### src/rtl/instruction_fetch_if.sv
`default_nettype none
// ============================================================================
// Module   : instruction_fetch_if
// Brief    : Memory-read and decoder/controller signals of the fetch stage.
// Revision : 1.0
// ============================================================================
interface instruction_fetch_if #(
  parameter int ADDR_W = 9
);
  logic [15:0]       mem_rdata;
  logic              mem_ready;
  logic              mem_read;
  logic [ADDR_W-1:0] mem_addr;
  logic [15:0]       ir_out;
  logic              ir_valid;
  logic              exec_done;
  logic              branch_taken;
  logic [ADDR_W-1:0] branch_target;
  logic              halt;
  logic [ADDR_W-1:0] pc_out;
  logic [15:0]       instr_count;

  modport master (
    input  mem_rdata, mem_ready, exec_done, branch_taken, branch_target,
    output mem_read, mem_addr, ir_out, ir_valid, halt, pc_out, instr_count
  );

  modport slave (
    output mem_rdata, mem_ready, exec_done, branch_taken, branch_target,
    input  mem_read, mem_addr, ir_out, ir_valid, halt, pc_out, instr_count
  );
endinterface
`default_nettype wire

### src/rtl/instruction_fetch.sv
`default_nettype none
// ============================================================================
// Module   : instruction_fetch
// Brief    : Fetch stage owning PC and IR; feeds the instruction decoder.
//            FETCH_INSTR_COUNT_EN enables the saturating retired-instruction
//            counter on instr_count (tied to zero otherwise).
// Revision : 1.0
// ============================================================================
module instruction_fetch #(
  parameter int                ADDR_W   = 9,
  parameter logic [ADDR_W-1:0] RESET_PC = '0
) (
  input  logic                 clk,
  input  logic                 reset,
  instruction_fetch_if.master  bus
);

  localparam logic [2:0] S_RESET = 3'd0;
  localparam logic [2:0] S_FETCH = 3'd1;
  localparam logic [2:0] S_WAIT  = 3'd2;
  localparam logic [2:0] S_HOLD  = 3'd3;
  localparam logic [2:0] S_HALT  = 3'd4;

  logic [2:0]        r_state;
  logic [2:0]        w_next_state;
  logic [ADDR_W-1:0] r_pc;
  logic [15:0]       r_ir;
  logic              w_mem_read;
  logic              w_ir_valid;
  logic              w_halt;
  logic              w_load;
  logic              w_retire;

  assign w_load   = (r_state == S_WAIT) && bus.mem_ready;
  assign w_retire = (r_state == S_HOLD) && bus.exec_done;

  always_ff @(posedge clk) begin
    if (reset) begin
      r_state <= S_RESET;
    end else begin
      r_state <= w_next_state;
    end
  end

  always_comb begin
    w_next_state = r_state;
    case (r_state)
      S_RESET: w_next_state = S_FETCH;
      S_FETCH: w_next_state = S_WAIT;
      S_WAIT: begin
        if (bus.mem_ready) begin
          w_next_state = (bus.mem_rdata[15:13] == 3'b111) ? S_HALT : S_HOLD;
        end
      end
      S_HOLD: begin
        if (bus.exec_done) begin
          w_next_state = S_FETCH;
        end
      end
      S_HALT:  w_next_state = S_HALT;
      default: w_next_state = S_RESET;
    endcase
  end

  always_comb begin
    w_mem_read = 1'b0;
    w_ir_valid = 1'b0;
    w_halt     = 1'b0;
    case (r_state)
      S_FETCH: w_mem_read = 1'b1;
      S_WAIT:  w_mem_read = 1'b1;
      S_HOLD:  w_ir_valid = 1'b1;
      S_HALT: begin
        w_ir_valid = 1'b1;
        w_halt     = 1'b1;
      end
      default: ;
    endcase
  end

  // PC advances at IR load, so a taken branch simply overrides the increment.
  always_ff @(posedge clk) begin
    if (reset) begin
      r_pc <= RESET_PC;
      r_ir <= 16'h0000;
    end else if (w_load) begin
      r_ir <= bus.mem_rdata;
      r_pc <= r_pc + ADDR_W'(1);
    end else if (w_retire && bus.branch_taken) begin
      r_pc <= bus.branch_target;
    end
  end

`ifdef FETCH_INSTR_COUNT_EN
  logic [15:0] r_instr_count;

  always_ff @(posedge clk) begin
    if (reset) begin
      r_instr_count <= 16'h0000;
    end else if (w_retire && (r_instr_count != 16'hFFFF)) begin
      r_instr_count <= r_instr_count + 16'd1;
    end
  end

  assign bus.instr_count = r_instr_count;
`else
  assign bus.instr_count = 16'h0000;
`endif

  assign bus.mem_read = w_mem_read;
  assign bus.mem_addr = r_pc;
  assign bus.ir_out   = r_ir;
  assign bus.ir_valid = w_ir_valid;
  assign bus.halt     = w_halt;
  assign bus.pc_out   = r_pc;

endmodule
`default_nettype wire
### src/flat_wrapper.sv
// flat-port wrapper written by rule: the top's interface ports become plain ports
module instruction_fetch_flat 
#(
  parameter int                ADDR_W   = 9,
  parameter logic [ADDR_W-1:0] RESET_PC = '0
)
  (clk, reset, bus_mem_rdata, bus_mem_ready, bus_exec_done, bus_branch_taken, bus_branch_target, bus_mem_read, bus_mem_addr, bus_ir_out, bus_ir_valid, bus_halt, bus_pc_out, bus_instr_count);
  instruction_fetch_if #(.ADDR_W(ADDR_W)) bus_i ();
  input  logic clk;
  input  logic reset;
  input wire logic [$bits(bus_i.mem_rdata)-1:0] bus_mem_rdata;
  input wire logic [$bits(bus_i.mem_ready)-1:0] bus_mem_ready;
  input wire logic [$bits(bus_i.exec_done)-1:0] bus_exec_done;
  input wire logic [$bits(bus_i.branch_taken)-1:0] bus_branch_taken;
  input wire logic [$bits(bus_i.branch_target)-1:0] bus_branch_target;
  output wire logic [$bits(bus_i.mem_read)-1:0] bus_mem_read;
  output wire logic [$bits(bus_i.mem_addr)-1:0] bus_mem_addr;
  output wire logic [$bits(bus_i.ir_out)-1:0] bus_ir_out;
  output wire logic [$bits(bus_i.ir_valid)-1:0] bus_ir_valid;
  output wire logic [$bits(bus_i.halt)-1:0] bus_halt;
  output wire logic [$bits(bus_i.pc_out)-1:0] bus_pc_out;
  output wire logic [$bits(bus_i.instr_count)-1:0] bus_instr_count;
  assign bus_i.mem_rdata = bus_mem_rdata;
  assign bus_i.mem_ready = bus_mem_ready;
  assign bus_i.exec_done = bus_exec_done;
  assign bus_i.branch_taken = bus_branch_taken;
  assign bus_i.branch_target = bus_branch_target;
  assign bus_mem_read = bus_i.mem_read;
  assign bus_mem_addr = bus_i.mem_addr;
  assign bus_ir_out = bus_i.ir_out;
  assign bus_ir_valid = bus_i.ir_valid;
  assign bus_halt = bus_i.halt;
  assign bus_pc_out = bus_i.pc_out;
  assign bus_instr_count = bus_i.instr_count;
  instruction_fetch #(.ADDR_W(ADDR_W), .RESET_PC(RESET_PC)) u_core (.clk(clk), .reset(reset), .bus(bus_i));
endmodule
### config.mk
export PLATFORM = sky130hd
export DESIGN_NAME = instruction_fetch_flat
export DESIGN_NICKNAME = d
export VERILOG_FILES = /design/src/rtl/instruction_fetch_if.sv /design/src/rtl/instruction_fetch.sv /design/src/flat_wrapper.sv
export SDC_FILE = /design/constraint.sdc
export NUM_CORES = 1
export LEC_CHECK = 0
export CAP_MARGIN = 25
export CELL_PAD_IN_SITES_DETAIL_PLACEMENT = 2
export CELL_PAD_IN_SITES_GLOBAL_PLACEMENT = 2
export CORE_ASPECT_RATIO = 0.8
export CORE_MARGIN = 2
export CORE_UTILIZATION = 20
export CTS_BUF_LIST = sky130_fd_sc_hd__clkbuf_8
export DETAILED_ROUTE_END_ITERATION = 8
export GPL_TIMING_DRIVEN = 0
export PLACE_DENSITY_LB_ADDON = 0.2
export SLEW_MARGIN = 20
export SYNTH_ARGS = -nofsm -noshare
export SYNTH_HDL_FRONTEND = slang
export SYNTH_SLANG_ARGS = --single-unit
### constraint.sdc
create_clock -name clk -period 1.64 [get_ports clk]
set_input_delay 0.492 -clock clk [delete_from_list [all_inputs] [get_ports clk]]
set_output_delay 0.492 -clock clk [all_outputs]
set_load 0.005 [all_outputs]
# == Word level (Yosys, flattened, before mapping) ==
# Cells that the tools add are included.
# word_totals
regBits,28
in_bits,30
out_inout_bits,53
wordCells,28
# classes
add_sub_neg,1
n_eq_ne,7
muxes,9
reduce_logical,8
# ops
operator,n
two-way mux 9 bit,2
case mux 3 bit (5 select lines),1
"adder 9 x 1 -> 9 bit, second input constant",1
two-way mux 3 bit,3
"equality test 3 x 2 -> 1 bit, second input constant",2
"equality test 3 bit, second input constant",2
"!= test 2 bit, second input constant",2
OR reduction 2 bit,2
"equality test 3 x 1 -> 1 bit, second input constant",1
logical AND 1 bit,3
zero test 3 bit,1
two-way mux 1 bit,3
AND reduction 2 bit,1
nonzero test 2 bit,1

# == Depth between registers and ports, before layout ==
# Gate-level depths: netlist of run 1.
# depth
ltp_word,5
mapped_depth,7
ltp_nobuf,5

# == Worst setup path before layout of run 1 ==
# No wires, ideal clock.
# synth_path
path_kind,input-to-reg
startpoint,input port bus_mem_ready
endpoint,register u_core.r_pc[2] (netlist: u_core.bus.mem_addr[2])
setup_ps,119
t_arrival_ps,1323
required_time_ps,1521
setup_slack_ps,198
path_stages,4
path_cell_list,and4bb_2 > a41oi_1 > nor2_1 > o221a_2
# synth_via
elab_chain_len,2
# synth_rtl
item,line,source
from (decl),flat_wrapper.sv:12,input wire logic [$bits(bus_i.mem_ready)-1:0] bus_mem_ready;
logical AND 1 bit *,instruction_fetch.sv:34,assign w_load = (r_state == S_WAIT) && bus.mem_ready;
two-way mux 9 bit / nonzero test 2 bit (equally long branches),-,
to (signal assigned),instruction_fetch.sv:88,r_pc <= r_pc + ADDR_W'(1);
to (signal assigned),instruction_fetch.sv:90,r_pc <= bus.branch_target;
to (decl),instruction_fetch.sv:26,logic [ADDR_W-1:0] r_pc;
# Every way passes the cells marked *; elsewhere a longest branch is shown, timed or not.
# A chain may end at the register's enable or synchronous reset.

# == Final worst setup path of run 1 ==
# layout_path
startpoint,register u_core.r_state[2]
endpoint,register u_core.r_pc[2] (netlist: u_core.bus.mem_addr[2])
# layout_via
elab_chain_len,4
# layout_rtl
item,line,source
from (decl),instruction_fetch.sv:24,logic [2:0] r_state;
from (signal assigned),instruction_fetch.sv:41,r_state <= w_next_state;
equality test 3 x 2 -> 1 bit,instruction_fetch.sv:35,assign w_retire = (r_state == S_HOLD) && bus.exec_done;
logical AND 1 bit,instruction_fetch.sv:35,
logical AND 1 bit,instruction_fetch.sv:89,end else if (w_retire && bus.branch_taken) begin
nonzero test 2 bit (no line),-,
# Several ways; a longest one is shown, not always the timed one.

==> flow_metrics.tcl, run 1 <==
set metrics [dict create \
    clock_path_buffers 2 \
    criticalPathCategory "reg2reg" \
    final_cells 365 \
    grt_pass1_wl_um 8210 \
    fin_hold_ws_ps 462 \
    cp_slowest_cell "dfxtp_4" \
    dp_hpwl_um 3770 \
    antenna_cells 0 \
    postRouteWirelength_um 5240 \
    whs_path_depth 2 \
    grt_usage 0.133 \
    crit_chain "buf_4 > and4bb_2 > a41oi_2 > nor2_1 > o221a_2" \
    drc 0 \
    rows 27 \
    htreeDepth 1 \
    grt_max_degree 17 \
    die-area_mm2 0.00778 \
    required_ps 1830 \
    period_needed_ps 1600 \
    finalHoldViolCount 0 \
    syn_to_final_growth_pct 79.0 \
    dp.cells 345 \
    ys_seq_area_frac 0.396 \
    grt_pass1_vias 1578 \
    final.setup.tns_ps 0 \
    setup_viol 0 \
    synth_seq_cells 28 \
    rsz0062_at_grt "yes" \
    synth_flop_cell "dfxtp_1" \
    start_util 0.207 \
    maxCapViolCount 0 \
    slew_headroom 0.628 \
    fp.dieW_um 98.1 \
    yosysWarnings 0 \
    via_per_inst 4.36 \
    skew_ps 15.2 \
    nets 310 \
    fillCellCount 796 \
    setup_ws_ps 39.6 \
    worst_ir_drop_vdd_mv 0.315 \
    layout-drive-gt1-share 0.331 \
    cp-start-kind "flip-flop" \
    r2r_cells 5 \
    yosysMostFrequentCell "nand2_1" \
    leakage_nw 1.31 \
    io_pins 83 \
    core_area_mm2 0.00686 \
    drt-pass1-iter-count 3 \
    crit_start "u_core.r_state[2]" \
    numCtsBuffers 3 \
    period_share 0.976 \
    synth_top_area_cell "dfxtp_1" \
    end_kind "flip-flop" \
    synth_top_cells_by_count "nand2_1, dfxtp_1, buf_4" \
    cp.arrival_ps 1800 \
    cp_num_buf_inv 1 \
    status "completed" \
    clock-sinks 28 \
    multi_input_area_um2 714 \
    worst-path-max-fanout 6 \
    drv_slew 0 \
    pre_cts_ws_ps -577 \
    routed-via-count 1592 \
    detail_route.wl_per_cell_um 14.4 \
    powerDensity_mw_per_mm2 652 \
    drtIter0Drc 42 \
    die-height_um 79.3 \
    max_freq_ghz 0.625 \
    synthArstFlopShare 0 \
    clkTransAtPathRegs_ps 110 \
    worstReg2RegStart "u_core.r_state[2]" \
    grt_antenna_before_repair 0 \
    cts_tree "done" \
    synth_area_leaders "dfxtp_1, buf_4, nand2_1" \
    critical_path.top_delay_family "compound AO/OA/AOI/OAI gates" \
    worstHoldStart "u_core.bus.ir_out[15]" \
    synthCells 178 \
    yosysUniqueCellTypes 39 \
    power_mw 1.65 \
    gp_congestion 0.676 \
    cts_root_buffer "clkbuf_8" \
    clock_latency_ps 290 \
    grt_overflow 0 \
    synth_edf_count 0 \
    ctsHoldBuffers 0 \
    cp.depth 5 \
    worst_pin_slew_ps 557 \
    antenna_left 0 \
    slowest_delay_ps 390 \
    netlist_area_mm2 0.00142 \
    register_area_um2 616 \
    avgSynthCellArea_um2 7.96 \
    portBuffers 65 \
    hp-class "reg2reg" \
    post-synth-top-area-fraction 0.396 \
]
-- registers in the layout (all words and copies together) (netlist names) --
signal	count
u_core.bus.mem_addr	9
u_core.r_state	3
u_core.bus.ir_out	16
-- area by class of cell --
cell class	count	area share
Sequential cell	28	0.243
Buffer	33	0.0938
Tap cell	87	0.0429
Clock buffer	3	0.0163
Inverter	1	0.00148
Clock inverter	1	0.0118
Timing Repair Buffer	84	0.309
Multi-Input combinational cell	128	0.282
-- layout by cell type, fill, tap and decap left out, types with 2 or more instances in the layout --
cell type / count
clkbuf_8: 3
nand4_1: 4
dlygate4sd2_1: 24
dfxtp_2: 14
and3_1: 2
a21oi_1: 22
buf_4: 45
clkbuf_2: 2
a2bb2oi_1: 2
nand3_1: 6
buf_2: 2
clkbuf_1: 2
dfxtp_1: 4
nand2_1: 38
dfxtp_4: 10
a31oi_1: 7
dlymetal6s2s_1: 11
conb_1: 16
nor3_1: 2
nor2_1: 4
clkdlybuf4s50_1: 27
-- where the power goes --
| group | internal (mW) | switching [mW] |
|---|---|---|
| Combinational | 0.209 | 0.147 |
| Sequential | 0.702 | 0.0251 |
| Clock | 0.328 | 0.241 |
-- path summary, 6_finish.rpt --
path	end	slack, ps
hold reg to reg	u_core.bus.ir_out[15]	460
setup / recovery	u_core.bus.mem_addr[2]	40
setup reg to reg	u_core.bus.mem_addr[2]	40
hold / removal	u_core.bus.ir_out[15]	460
-- per-layer routing --
metal | routed length (µm) | part of all wire | vias up | global-route usage
li1 | - | - | 783 | -
met5 | 0 | 0 | - | 0
met2 | 2480 | 0.47 | 44 | 0.222
met3 | 287 | 0.055 | 4 | 0.0317
met1 | 2410 | 0.46 | 761 | 0.173
met4 | 59 | 0.011 | 0 | 0.0375
-- worst reg2reg max path: stages, from the launching register on --
cell and delay [ps]:
dfxtp_4 390, buf_4 140, and4bb_2 270, a41oi_2 350, nor2_1 110, o221a_2 260
-- logic make-up (layout without fill, tap and decap cells) --
family                   after synthesis  in the layout  share of synthesized area
AO/OA/AOI/OAI                         44             44                      0.195
adder cells (fa/ha/maj)                1              1                    0.00883
buffers and inverters                 37            122                      0.174
flip-flops                            28             28                      0.396
other                                  1             16                    0.00265
AND/OR/NAND/NOR                       67             67                      0.224
-- through the flow --
| stage | instance area (µm²) | utilization |
|---|---|---|
| 6_report | 2530 | 0.370 |
| 5_1_grt | 2530 | 0.370 |
| 4_1_cts | 2460 | 0.358 |
| 3_5_place_dp | 2230 | 0.325 |
| 3_3_place_gp | 2230 | 0.325 |
| 2_1_floorplan | 1470 | - |
-- repair_timing --
action / CTS / global route
pin swaps: 2 / 3
buffers inserted: 13 / 6
cloned: 0 / 0
resized for setup: 74 / 26
endpoints found under the setup margin: 49 / 26
Power figures use the tool's default switching activity.
==> run 2: changes to the inputs <==
--- a/config.mk
+++ b/config.mk
@@ -13,7 +13,7 @@
 export CORE_UTILIZATION = 20
 export CTS_BUF_LIST = sky130_fd_sc_hd__clkbuf_8
 export DETAILED_ROUTE_END_ITERATION = 8
-export GPL_TIMING_DRIVEN = 0
+export GPL_TIMING_DRIVEN = 1
 export PLACE_DENSITY_LB_ADDON = 0.2
 export SLEW_MARGIN = 20
 export SYNTH_ARGS = -nofsm -noshare
==> run 2 against run 1 <==
Against the previous run:
- first-iteration DRC count decreased by 19%
- die area unchanged
- clock-buffer cell count increased by 1
- largest cell class unchanged
- highest routed layer unchanged
- sequential power about the same
- hold slack got worse by 2.2 ps
- utilization decreased by 0.33 points
==> flow_metrics.tcl, run 2 (synthesized netlist as in run 1, its figures left out) <==
set metrics [dict create \
    setup_viol 0 \
    clock_latency_ps 280 \
    drc 0 \
    htreeDepth 1 \
    portBuffers 66 \
    dp_hpwl_um 3880 \
    syn_to_final_growth_pct 77.4 \
    cp_num_buf_inv 1 \
    hp-class "reg2reg" \
    worstHoldStart "u_core.bus.ir_out[13]" \
    period_share 0.985 \
    p_seq_frac 0.470 \
    combPwrFrac 0.240 \
    fp.dieW_um 98.1 \
    postRouteWirelength_um 5420 \
    drv_slew 0 \
    antenna_cells 0 \
    maxCapViolCount 0 \
    intPower_mw 1.14 \
    criticalPathCategory "reg2out" \
    cts_root_buffer "clkbuf_8" \
    antenna_left 0 \
    grt_antenna_before_repair 0 \
    slowest_delay_ps 500 \
    drt-pass1-iter-count 4 \
    swShare 0.265 \
    grt_pass1_wl_um 8600 \
    critical_path.top_delay_family "buffers and inverters" \
    skew_ps 1.22 \
    grt_overflow 0 \
    routed-via-count 1576 \
    core_area_mm2 0.00686 \
    grt_usage 0.139 \
    rows 27 \
    end_kind "primary output" \
    leakage_nw 1.35 \
    grt_max_degree 16 \
    cp-start-kind "flip-flop" \
    clkTransAtPathRegs_ps 100 \
    utilization 0.366 \
    die-area_mm2 0.00778 \
    ctsHoldBuffers 0 \
    clockPowerShare 0.290 \
    io_pins 83 \
    detail_route.wl_per_cell_um 15.2 \
    crit_start "u_core.bus.ir_out[5]" \
    fin_area_mm2 0.00251 \
    dp.cells 336 \
    nets 301 \
    worstReg2RegStart "u_core.r_state[1]" \
    period_needed_ps 1610 \
    grt_pass1_vias 1668 \
    layout_common_cells "nand2_1, buf_4, clkdlybuf4s50_1, a21oi_1" \
    gp_congestion 0.742 \
    p_sw_mw 0.410 \
    start_util 0.207 \
    largest_reg_flops 16 \
    die-height_um 79.3 \
    rsz0062_at_grt "yes" \
    required_ps 1150 \
    place_area_mm2 0.00219 \
    fin_hold_ws_ps 460 \
    final_cells 356 \
    finalHoldViolCount 0 \
    worst-path-max-fanout 2 \
    status "completed" \
    numCtsBuffers 3 \
    crit_chain "clkdlybuf4s50_1" \
    cts_tree "done" \
    cp_slowest_cell "clkdlybuf4s50_1" \
    powerDensity_mw_per_mm2 616 \
    worst_ir_drop_vdd_mv 0.423 \
    clock-sinks 28 \
    drtIter0Drc 34 \
    via_per_inst 4.43 \
    clock_path_buffers 2 \
    max_freq_ghz 0.619 \
    layout-drive-gt1-share 0.335 \
    cp.arrival_ps 1120 \
]
==> run 2: metal layers <==
metal | part of all wire | GRT usage | up-vias
met5 | 0 | 0 | -
met3 | 0.052 | 0.0308 | 4
met1 | 0.47 | 0.184 | 761
li1 | - | - | 767
met4 | 0.010 | 0.0333 | 0
met2 | 0.47 | 0.232 | 44
==> run 2: power groups by stage <==
stage	Sequential [mW]	Clock (mW)	Combinational, mW
6_report	0.727	0.449	0.371
2_1_floorplan	0.743	0	0.153
4_1_cts	0.727	0.470	0.356
5_1_grt	0.732	0.487	0.406
3_5_place_dp	0.748	0	0.332
3_3_place_gp	0.747	0	0.330
==> run 2: path summary, 6_finish.rpt <==
kind / endpoint / slack [ps] / cells past startpoint
worst min register to register: u_core.bus.ir_out[13] / 460 / 2
worst max-delay path: bus_ir_out[5] / 30 / 1
worst min-delay path: u_core.bus.ir_out[13] / 460 / 2
worst max register to register: u_core.bus.mem_addr[7] / 70 / 5
==> run 2: through the flow <==
stage / setup WS [ps] / setup TNS (ps) / total power [mW]
detailed placement: -448 / -6600 / 1.08
global route: -24.6 / -37.0 / 1.63
CTS: -51.7 / -51.7 / 1.55
global placement: -388 / -5670 / 1.08
finish: 25.3 / 0 / 1.55
floorplan: 198 / 0 / 0.896
==> run 2: final cells by class <==
type / count / area [µm²]
fill: 773 / 4350
timing repair buffer: 108 / 1010
multi-input combinational: 128 / 734
sequential: 28 / 603
tap: 87 / 109
clock buffer: 4 / 55.1
inverter: 1 / 3.75
==> run 2: repair_timing <==
item                       in CTS  in global routing
setup endpoints to repair      37                 32
setup buffers                  14                  3
pin swaps                       2                  6
gates resized for setup        50                 41
